File: src/rtl/rps_match_engine.sv
// rps_match_engine: first-to-WIN_TARGET match of an odd-sized cyclic
// rock-paper-scissors game with debounced move buttons.
//
// Ports:
//   CLK            system clock
//   RST            synchronous active-high reset
//   btn            raw move buttons, active-high, bit i = move i
//   result         {tie, computer, person}; 011/100 idle blink, 000/winner at match end
//   person_score   person's rounds won (saturates at WIN_TARGET)
//   computer_score computer's rounds won (saturates at WIN_TARGET)
//   comp_choice    computer's move for the last evaluated round
//   match_over     high while the match-end display is active
//
// Optional build macro: RPS_LFSR_EN -- a 16-bit LFSR makes the choice
// counter occasionally skip a value so the computer's move is harder to time.
`timescale 1ns/1ps
module rps_match_engine #(
    parameter int unsigned NUM_CHOICES     = 3,
    parameter int unsigned WIN_TARGET      = 3,
    parameter int unsigned DEBOUNCE_CYCLES = 120000,
    parameter int unsigned SHOW_CYCLES     = 12000000,
    parameter int unsigned BLINK_CYCLES    = 3000000
) (
    input  logic                   CLK,
    input  logic                   RST,
    input  logic [NUM_CHOICES-1:0] btn,
    output logic [2:0]             result,
    output logic [3:0]             person_score,
    output logic [3:0]             computer_score,
    output logic [3:0]             comp_choice,
    output logic                   match_over
);

    localparam int unsigned DB_W    = $clog2(DEBOUNCE_CYCLES + 1);
    localparam int unsigned SHOW_W  = $clog2(SHOW_CYCLES + 1);
    localparam int unsigned BLINK_W = $clog2(BLINK_CYCLES + 1);

    localparam logic [2:0] RES_PERSON = 3'b001;
    localparam logic [2:0] RES_COMP   = 3'b010;
    localparam logic [2:0] RES_TIE    = 3'b100;
    localparam logic [2:0] RES_IDLE   = 3'b011;
    localparam logic [2:0] RES_OFF    = 3'b000;

    typedef enum logic [1:0] {S_IDLE, S_EVAL, S_SHOW, S_END} state_e;

    logic [NUM_CHOICES-1:0] sync1_q, sync1_d, sync2_q, sync2_d, db_q, db_d;
    logic [DB_W-1:0]        db_cnt_q [NUM_CHOICES];
    logic [DB_W-1:0]        db_cnt_d [NUM_CHOICES];
    logic                   any_db_q, any_db_d, press_evt_q, press_evt_d, any_db;
    logic [3:0]             choice_q, choice_d;
    logic [4:0]             choice_sum, step;
    logic [BLINK_W-1:0]     blink_cnt_q, blink_cnt_d;
    logic                   blink_q, blink_d;
    state_e                 state_q, state_d;
    logic [3:0]             person_mv_q, person_mv_d, comp_mv_q, comp_mv_d, pmove;
    logic [SHOW_W-1:0]      show_cnt_q, show_cnt_d;
    logic                   pend_clr_q, pend_clr_d;
    logic [2:0]             result_q, result_d, round_res, idle_pat, end_pat;
    logic [3:0]             pscore_q, pscore_d, cscore_q, cscore_d;
    logic [3:0]             comp_choice_q, comp_choice_d;
    logic                   match_over_q, match_over_d;
    logic [4:0]             diff_raw, diff;
`ifdef RPS_LFSR_EN
    logic [15:0]            lfsr_q, lfsr_d;
`endif

    // Synchroniser, per-bit debounce and press edge detection
    always_comb begin
        sync1_d = btn;
        sync2_d = sync1_q;
        db_d    = db_q;
        for (int i = 0; i < NUM_CHOICES; i++) begin
            db_cnt_d[i] = '0;
            if (sync2_q[i] != db_q[i]) begin
                if (db_cnt_q[i] == DB_W'(DEBOUNCE_CYCLES - 1)) begin
                    db_d[i] = sync2_q[i];
                end else begin
                    db_cnt_d[i] = db_cnt_q[i] + DB_W'(1);
                end
            end
        end
        any_db      = |db_q;
        any_db_d    = any_db;
        press_evt_d = any_db & ~any_db_q;
    end

    // Free-running choice counter and blink generator
    always_comb begin
`ifdef RPS_LFSR_EN
        lfsr_d = {lfsr_q[14:0], lfsr_q[15] ^ lfsr_q[13] ^ lfsr_q[12] ^ lfsr_q[10]};
        step   = lfsr_q[0] ? 5'd2 : 5'd1;
`else
        step   = 5'd1;
`endif
        choice_sum = 5'(choice_q) + step;
        if (choice_sum >= 5'(NUM_CHOICES)) begin
            choice_sum = choice_sum - 5'(NUM_CHOICES);
        end
        choice_d = choice_sum[3:0];

        blink_d     = blink_q;
        blink_cnt_d = blink_cnt_q + BLINK_W'(1);
        if (blink_cnt_q == BLINK_W'(BLINK_CYCLES - 1)) begin
            blink_cnt_d = '0;
            blink_d     = ~blink_q;
        end
    end

    // Lowest-index held button is the person's move
    always_comb begin
        pmove = '0;
        for (int i = NUM_CHOICES - 1; i >= 0; i--) begin
            if (db_q[i]) pmove = 4'(i);
        end
    end

    // Cyclic win rule: odd distance means the person wins
    always_comb begin
        diff_raw = 5'(person_mv_q) + 5'(NUM_CHOICES) - 5'(comp_mv_q);
        diff     = (diff_raw >= 5'(NUM_CHOICES)) ? diff_raw - 5'(NUM_CHOICES) : diff_raw;
        if (diff == 5'd0)   round_res = RES_TIE;
        else if (diff[0])   round_res = RES_PERSON;
        else                round_res = RES_COMP;
    end

    // Match FSM next state; display patterns use next blink so they line up with it
    always_comb begin
        state_d       = state_q;
        person_mv_d   = person_mv_q;
        comp_mv_d     = comp_mv_q;
        show_cnt_d    = show_cnt_q;
        pend_clr_d    = pend_clr_q;
        result_d      = result_q;
        pscore_d      = pscore_q;
        cscore_d      = cscore_q;
        comp_choice_d = comp_choice_q;
        idle_pat      = blink_d ? RES_TIE : RES_IDLE;
        end_pat       = blink_d ? RES_OFF
                      : ((pscore_q == 4'(WIN_TARGET)) ? RES_PERSON : RES_COMP);
        case (state_q)
            S_IDLE: begin
                result_d = idle_pat;
                if (press_evt_q) begin
                    person_mv_d = pmove;
                    comp_mv_d   = choice_q;
                    state_d     = S_EVAL;
                end
            end
            S_EVAL: begin
                result_d      = round_res;
                comp_choice_d = comp_mv_q;
                if (round_res == RES_PERSON && pscore_q != 4'(WIN_TARGET)) pscore_d = pscore_q + 4'd1;
                if (round_res == RES_COMP && cscore_q != 4'(WIN_TARGET))   cscore_d = cscore_q + 4'd1;
                show_cnt_d = '0;
                state_d    = S_SHOW;
            end
            S_SHOW: begin
                if (show_cnt_q != SHOW_W'(SHOW_CYCLES - 1)) begin
                    show_cnt_d = show_cnt_q + SHOW_W'(1);
                end else if (!any_db) begin
                    if (pscore_q == 4'(WIN_TARGET) || cscore_q == 4'(WIN_TARGET)) begin
                        state_d  = S_END;
                        result_d = end_pat;
                    end else begin
                        state_d  = S_IDLE;
                        result_d = idle_pat;
                    end
                end
            end
            S_END: begin
                result_d = end_pat;
                if (press_evt_q) pend_clr_d = 1'b1;
                // Scores clear only once the acknowledging press is released
                if (pend_clr_q && !any_db) begin
                    pend_clr_d = 1'b0;
                    pscore_d   = '0;
                    cscore_d   = '0;
                    state_d    = S_IDLE;
                    result_d   = idle_pat;
                end
            end
            default: state_d = S_IDLE;
        endcase
        match_over_d = (state_d == S_END);
    end

    // All state registers
    always_ff @(posedge CLK) begin
        if (RST) begin
            sync1_q       <= '0;
            sync2_q       <= '0;
            db_q          <= '0;
            for (int i = 0; i < NUM_CHOICES; i++) db_cnt_q[i] <= '0;
            any_db_q      <= 1'b0;
            press_evt_q   <= 1'b0;
            choice_q      <= '0;
            blink_cnt_q   <= '0;
            blink_q       <= 1'b0;
            state_q       <= S_IDLE;
            person_mv_q   <= '0;
            comp_mv_q     <= '0;
            show_cnt_q    <= '0;
            pend_clr_q    <= 1'b0;
            result_q      <= RES_IDLE;
            pscore_q      <= '0;
            cscore_q      <= '0;
            comp_choice_q <= '0;
            match_over_q  <= 1'b0;
`ifdef RPS_LFSR_EN
            lfsr_q        <= 16'hACE1;
`endif
        end else begin
            sync1_q       <= sync1_d;
            sync2_q       <= sync2_d;
            db_q          <= db_d;
            for (int i = 0; i < NUM_CHOICES; i++) db_cnt_q[i] <= db_cnt_d[i];
            any_db_q      <= any_db_d;
            press_evt_q   <= press_evt_d;
            choice_q      <= choice_d;
            blink_cnt_q   <= blink_cnt_d;
            blink_q       <= blink_d;
            state_q       <= state_d;
            person_mv_q   <= person_mv_d;
            comp_mv_q     <= comp_mv_d;
            show_cnt_q    <= show_cnt_d;
            pend_clr_q    <= pend_clr_d;
            result_q      <= result_d;
            pscore_q      <= pscore_d;
            cscore_q      <= cscore_d;
            comp_choice_q <= comp_choice_d;
            match_over_q  <= match_over_d;
`ifdef RPS_LFSR_EN
            lfsr_q        <= lfsr_d;
`endif
        end
    end

    assign result         = result_q;
    assign person_score   = pscore_q;
    assign computer_score = cscore_q;
    assign comp_choice    = comp_choice_q;
    assign match_over     = match_over_q;

endmodule

File: config.mk
export PLATFORM = sky130hd
export DESIGN_NAME = rps_match_engine
export DESIGN_NICKNAME = d
export VERILOG_FILES = /design/src/rtl/rps_match_engine.sv
export SDC_FILE = /design/constraint.sdc
export NUM_CORES = 1
export LEC_CHECK = 0
export BUFFER_PORTS_ARGS = -buffer_cell sky130_fd_sc_hd__buf_4
export CELL_PAD_IN_SITES_DETAIL_PLACEMENT = 1
export CELL_PAD_IN_SITES_GLOBAL_PLACEMENT = 2
export CORE_UTILIZATION = 41
export DETAILED_ROUTE_END_ITERATION = 6
export PLACE_DENSITY = 0.91
export SKIP_CTS_REPAIR_TIMING = 1
export SLEW_MARGIN = 20
export SYNTH_ARGS = -nofsm -noshare
export SYNTH_HDL_FRONTEND = slang
export SYNTH_SLANG_ARGS = --single-unit
File: constraint.sdc
create_clock -name CLK -period 8.6 [get_ports CLK]
set_input_delay 0 -clock CLK [delete_from_list [all_inputs] [get_ports CLK]]
set_output_delay 0 -clock CLK [all_outputs]
set_load 0.05 [all_outputs]
==> results by group <==
Min path
  • Class of the most critical hold timing path: in2reg
  • Hold-critical path depth: 2

Place
  • Placed cells: 911
  • Final RePlAce weighted congestion: 0.833
  • Standard cell area after detailed placement: 0.00652 sq mm
  • Port Buffer Count: 20
  • Post-Place Setup Slack: 5450 ps
  • Estimated wirelength of the detail-placed design: 10000 um

Route
  • Initial detailed-routing violation count: 187
  • Wire per inst: 15.3 um
  • Detailed-router iteration count before antenna repair: 7
  • Vias after detailed routing: 5084
  • DRC violations left: 4
  • Detailed Route WL: 14500 um
  • Number of vias per cell: 5.37
  • ANT nets after route: 0

Synthesis
  • Dominant register cell in the synthesized netlist: dfxtp_1
  • Count of warnings emitted by yosys: 0
  • Average footprint of a synthesized cell: 8.53 sq um
  • Count of flip-flops with a built-in enable after synthesis: 0
  • Mux cell area share after synthesis: 0.0217
  • Count leader, synth: dfxtp_1
  • Main combinational cell family by area after synthesis: simple AND/OR/NAND/NOR gates
  • Fraction of synthesized cell area in xor and xnor cells: 0.120
  • Simple-Gate Fraction of Synth Area: 0.286
  • Number of distinct library cell variants in the gate-level netlist after synthesis: 60
  • Synth Area in Adders: 0.0274
  • Cell Area, Synth: 0.00622 sq mm
  • Fraction of synthesized cell area taken by the top area cell type: 0.444
  • Sequential cell area fraction in the yosys report: 0.444
  • Cell type with the highest aggregate area in the netlist: dfxtp_1
  • List of most frequent post-synthesis cells: dfxtp_1, nor2_1, nand2_1, nand3_1, xor2_1
  • Compound-cell area share of the yosys netlist: 0.0745
  • Main area contributors after synthesis: dfxtp_1, nor2_1, xor2_1
  • Gate count of the mapped netlist: 729
  • Share of async-settable or async-resettable flops after synthesis: 0
  • Synth Register Bits: 138
  • Post-synthesis net count: 747

Cells and area
  • Count of filler cells inserted in the layout: 1716
  • Synth-to-Final Area Change: 14.6%
  • Final design area excluding fillers: 0.00712 sq mm
  • Final standard cell utilization of the core: 0.486
  • Number of non-filler instances in the completed layout: 946
  • Share of layout cells above drive strength 1: 0.0814
  • Post-layout net count: 767
  • Antenna Cells: 0

GRT
  • Largest net degree at the start of global routing: 54
  • First-pass GRT wire length: 25300 um
  • Global routing usage summed across all routing layers: 0.200
  • Total gr overflow: 0
  • Via count of the first global-routing pass: 5434
  • Initial antenna violation count: 0

Floorplan
  • Row cnt: 44
  • Overall die area: 0.0157 sq mm
  • Horizontal die dimension: 125 um
  • Placeable core area: 0.0146 sq mm
  • IO Pins: 21
  • Starting Density: 0.424
  • Die extent in y: 125 um

CTS
  • CTS tree: built
  • Clock latency on the worst-skew pair: 420 ps
  • Root Buffer: clkbuf_16
  • Total number of clock tree sinks: 138
  • Clock edge transition at the registers on the reported setup and hold paths: 50 ps
  • Number of buffers between clock root and the deepest sink: 2
  • H-tree depth: 4
  • Number of clock buffers inserted by TritonCTS: 17

Critical path
  • Biggest fanout along the worst timing path: 7
  • Arrival time at the worst endpoint: 3560 ps
  • Endpoint of the worst-slack reg-to-reg timing path: computer_score[3]$_SDFFE_PP0P_
  • Depth of the worst register-to-register path: 11
  • Critical Path Sink Type: flip-flop
  • Startpoint of the worst-slack reg-to-reg timing path: comp_mv_q[0]$_SDFFE_PP0P_
  • Data required time of the critical path: 8930 ps
  • Capturing instance or port of the critical path: computer_score[3]$_SDFFE_PP0P_
  • Beginning of the critical path: comp_mv_q[0]$_SDFFE_PP0P_
  • Kind of launch point of the worst setup path: flip-flop
  • Register-to-register setup slack: 5370 ps
  • Setup CP Type: reg2reg

STA
  • Worst Clk Skew: 9.90 ps
  • Final hold viol count: 0
  • Unrepaired setup endpoints after global routing: false
  • Crit share post-route: 0.375
  • Hold WS: 80.8 ps
  • Worst-case setup margin in the final layout: 5370 ps
  • Transition time at the pin with the least slew margin: 804 ps
  • Max-Slew Margin vs Limit: 0.464
  • Final worst path period need: 3230 ps
  • Number of max-slew violations in the final report: 0
  • Upper clock frequency limit: 310 MHz
  • Setup-failing EPs final: 0
  • Total negative slack for setup checks: 0 ps

Pwr
  • Power density over cell area: 201 mW/mm^2
  • Power consumption: 1.43 mW
  • Leak pwr: 2.46 nW
  • Maximum vdd ir drop: 0.138 mV

Run
  • Reported max-cap violation count: 0

Run status
  • Status: finished with violations
  • Violated checks: design-rule violations
[layout by cell type, fill, tap and decap left out, types with 6 or more instances in the layout]
cell,netlist,final
dfxtp_1,138,138
nor2_1,137,137
nand2_1,67,67
nand3_1,48,48
xor2_1,47,47
xnor2_1,36,36
a21oi_1,28,28
nand4_1,23,23
buf_4,0,22
inv_1,20,20
and3_1,20,20
clkbuf_16,0,17
nor3_1,14,14
ha_1,12,12
mux2i_1,9,9
nor4_1,8,8
nor2b_1,7,7
clkinv_2,0,7
or3_1,6,6
o31ai_1,6,6
o21ai_0,6,6
[state kept, by name (all words and copies together) (netlist names)]
| register | flops |
|---|---|
| sync2_q | 3 |
| db_q | 3 |
| press_evt_q | 1 |
| choice_q | 4 |
| comp_mv_q | 4 |
| pend_clr_q | 1 |
| match_over | 1 |
| blink_cnt_q | 22 |
| computer_score | 4 |
| db_cnt_q | 51 |
| person_mv_q | 2 |
| sync1_q | 3 |
| blink_q | 1 |
| show_cnt_q | 24 |
| comp_choice | 4 |
| state_q | 2 |
| person_score | 4 |
| any_db_q | 1 |
| result | 3 |
[cell families after synthesis]
logic type,count (synthesis)
and+or+nand+nor,367
DFF,138
xor gates and xnor gates,84
AOI/OAI and AO/OA,70
buffers and inverters,44
muxes,13
adders and majority gates,13
[layout make-up]
| class | instances | area [sq um] | share of cell area |
|---|---|---|---|
| Inverter | 20 | 75.1 | 0.0105 |
| Clock buffer | 23 | 478 | 0.0671 |
| Clock inverter | 9 | 95.1 | 0.0133 |
| Multi-Input combinational cell | 547 | 3290 | 0.461 |
| Tap cell | 184 | 230 | 0.0323 |
| Timing Repair Buffer | 25 | 195 | 0.0274 |
| Sequential cell | 138 | 2760 | 0.388 |
[worst max-delay path, stage by stage (launching register included)]
cell       delay (ps)
dfxtp_1           320
inv_1              70
ha_1              160
inv_1              60
fa_1              560
inv_1             100
ha_1              270
a2111oi_0         470
o21ai_0           200
and4bb_4          260
or4_1             510
a21oi_1           180
[per-layer routing]
layer | track usage | share of wire | vias up
li1 | - | - | 2548
met1 | 0.224 | 0.44 | 2478
met2 | 0.364 | 0.52 | 43
met3 | 0.0548 | 0.023 | 15
met4 | 0.0653 | 0.013 | 0
met5 | 0 | 0 | -
[power by group]
group,internal (mW),total (mW),switching (mW)
registers,0.649,0.659,0.00986
clock network,0.446,0.709,0.263
logic,0.0287,0.0660,0.0373
total,1.12,1.43,0.310
[how the worst min path moves through the flow]
stage	slack (ps)	startpoint	to
final	80	RST	blink_q$_SDFF_PP0_
after global routing	100	RST	show_cnt_q[0]$_SDFFE_PP0P_
after CTS	-190	btn[2]	sync1_q[2]$_SDFF_PP0_
after detailed placement	220	btn[1]	sync1_q[1]$_SDFF_PP0_
after global placement	220	btn[0]	sync1_q[0]$_SDFF_PP0_
after floorplan	130	btn[0]	sync1_q[0]$_SDFF_PP0_
Power figures use the tool's default switching activity.
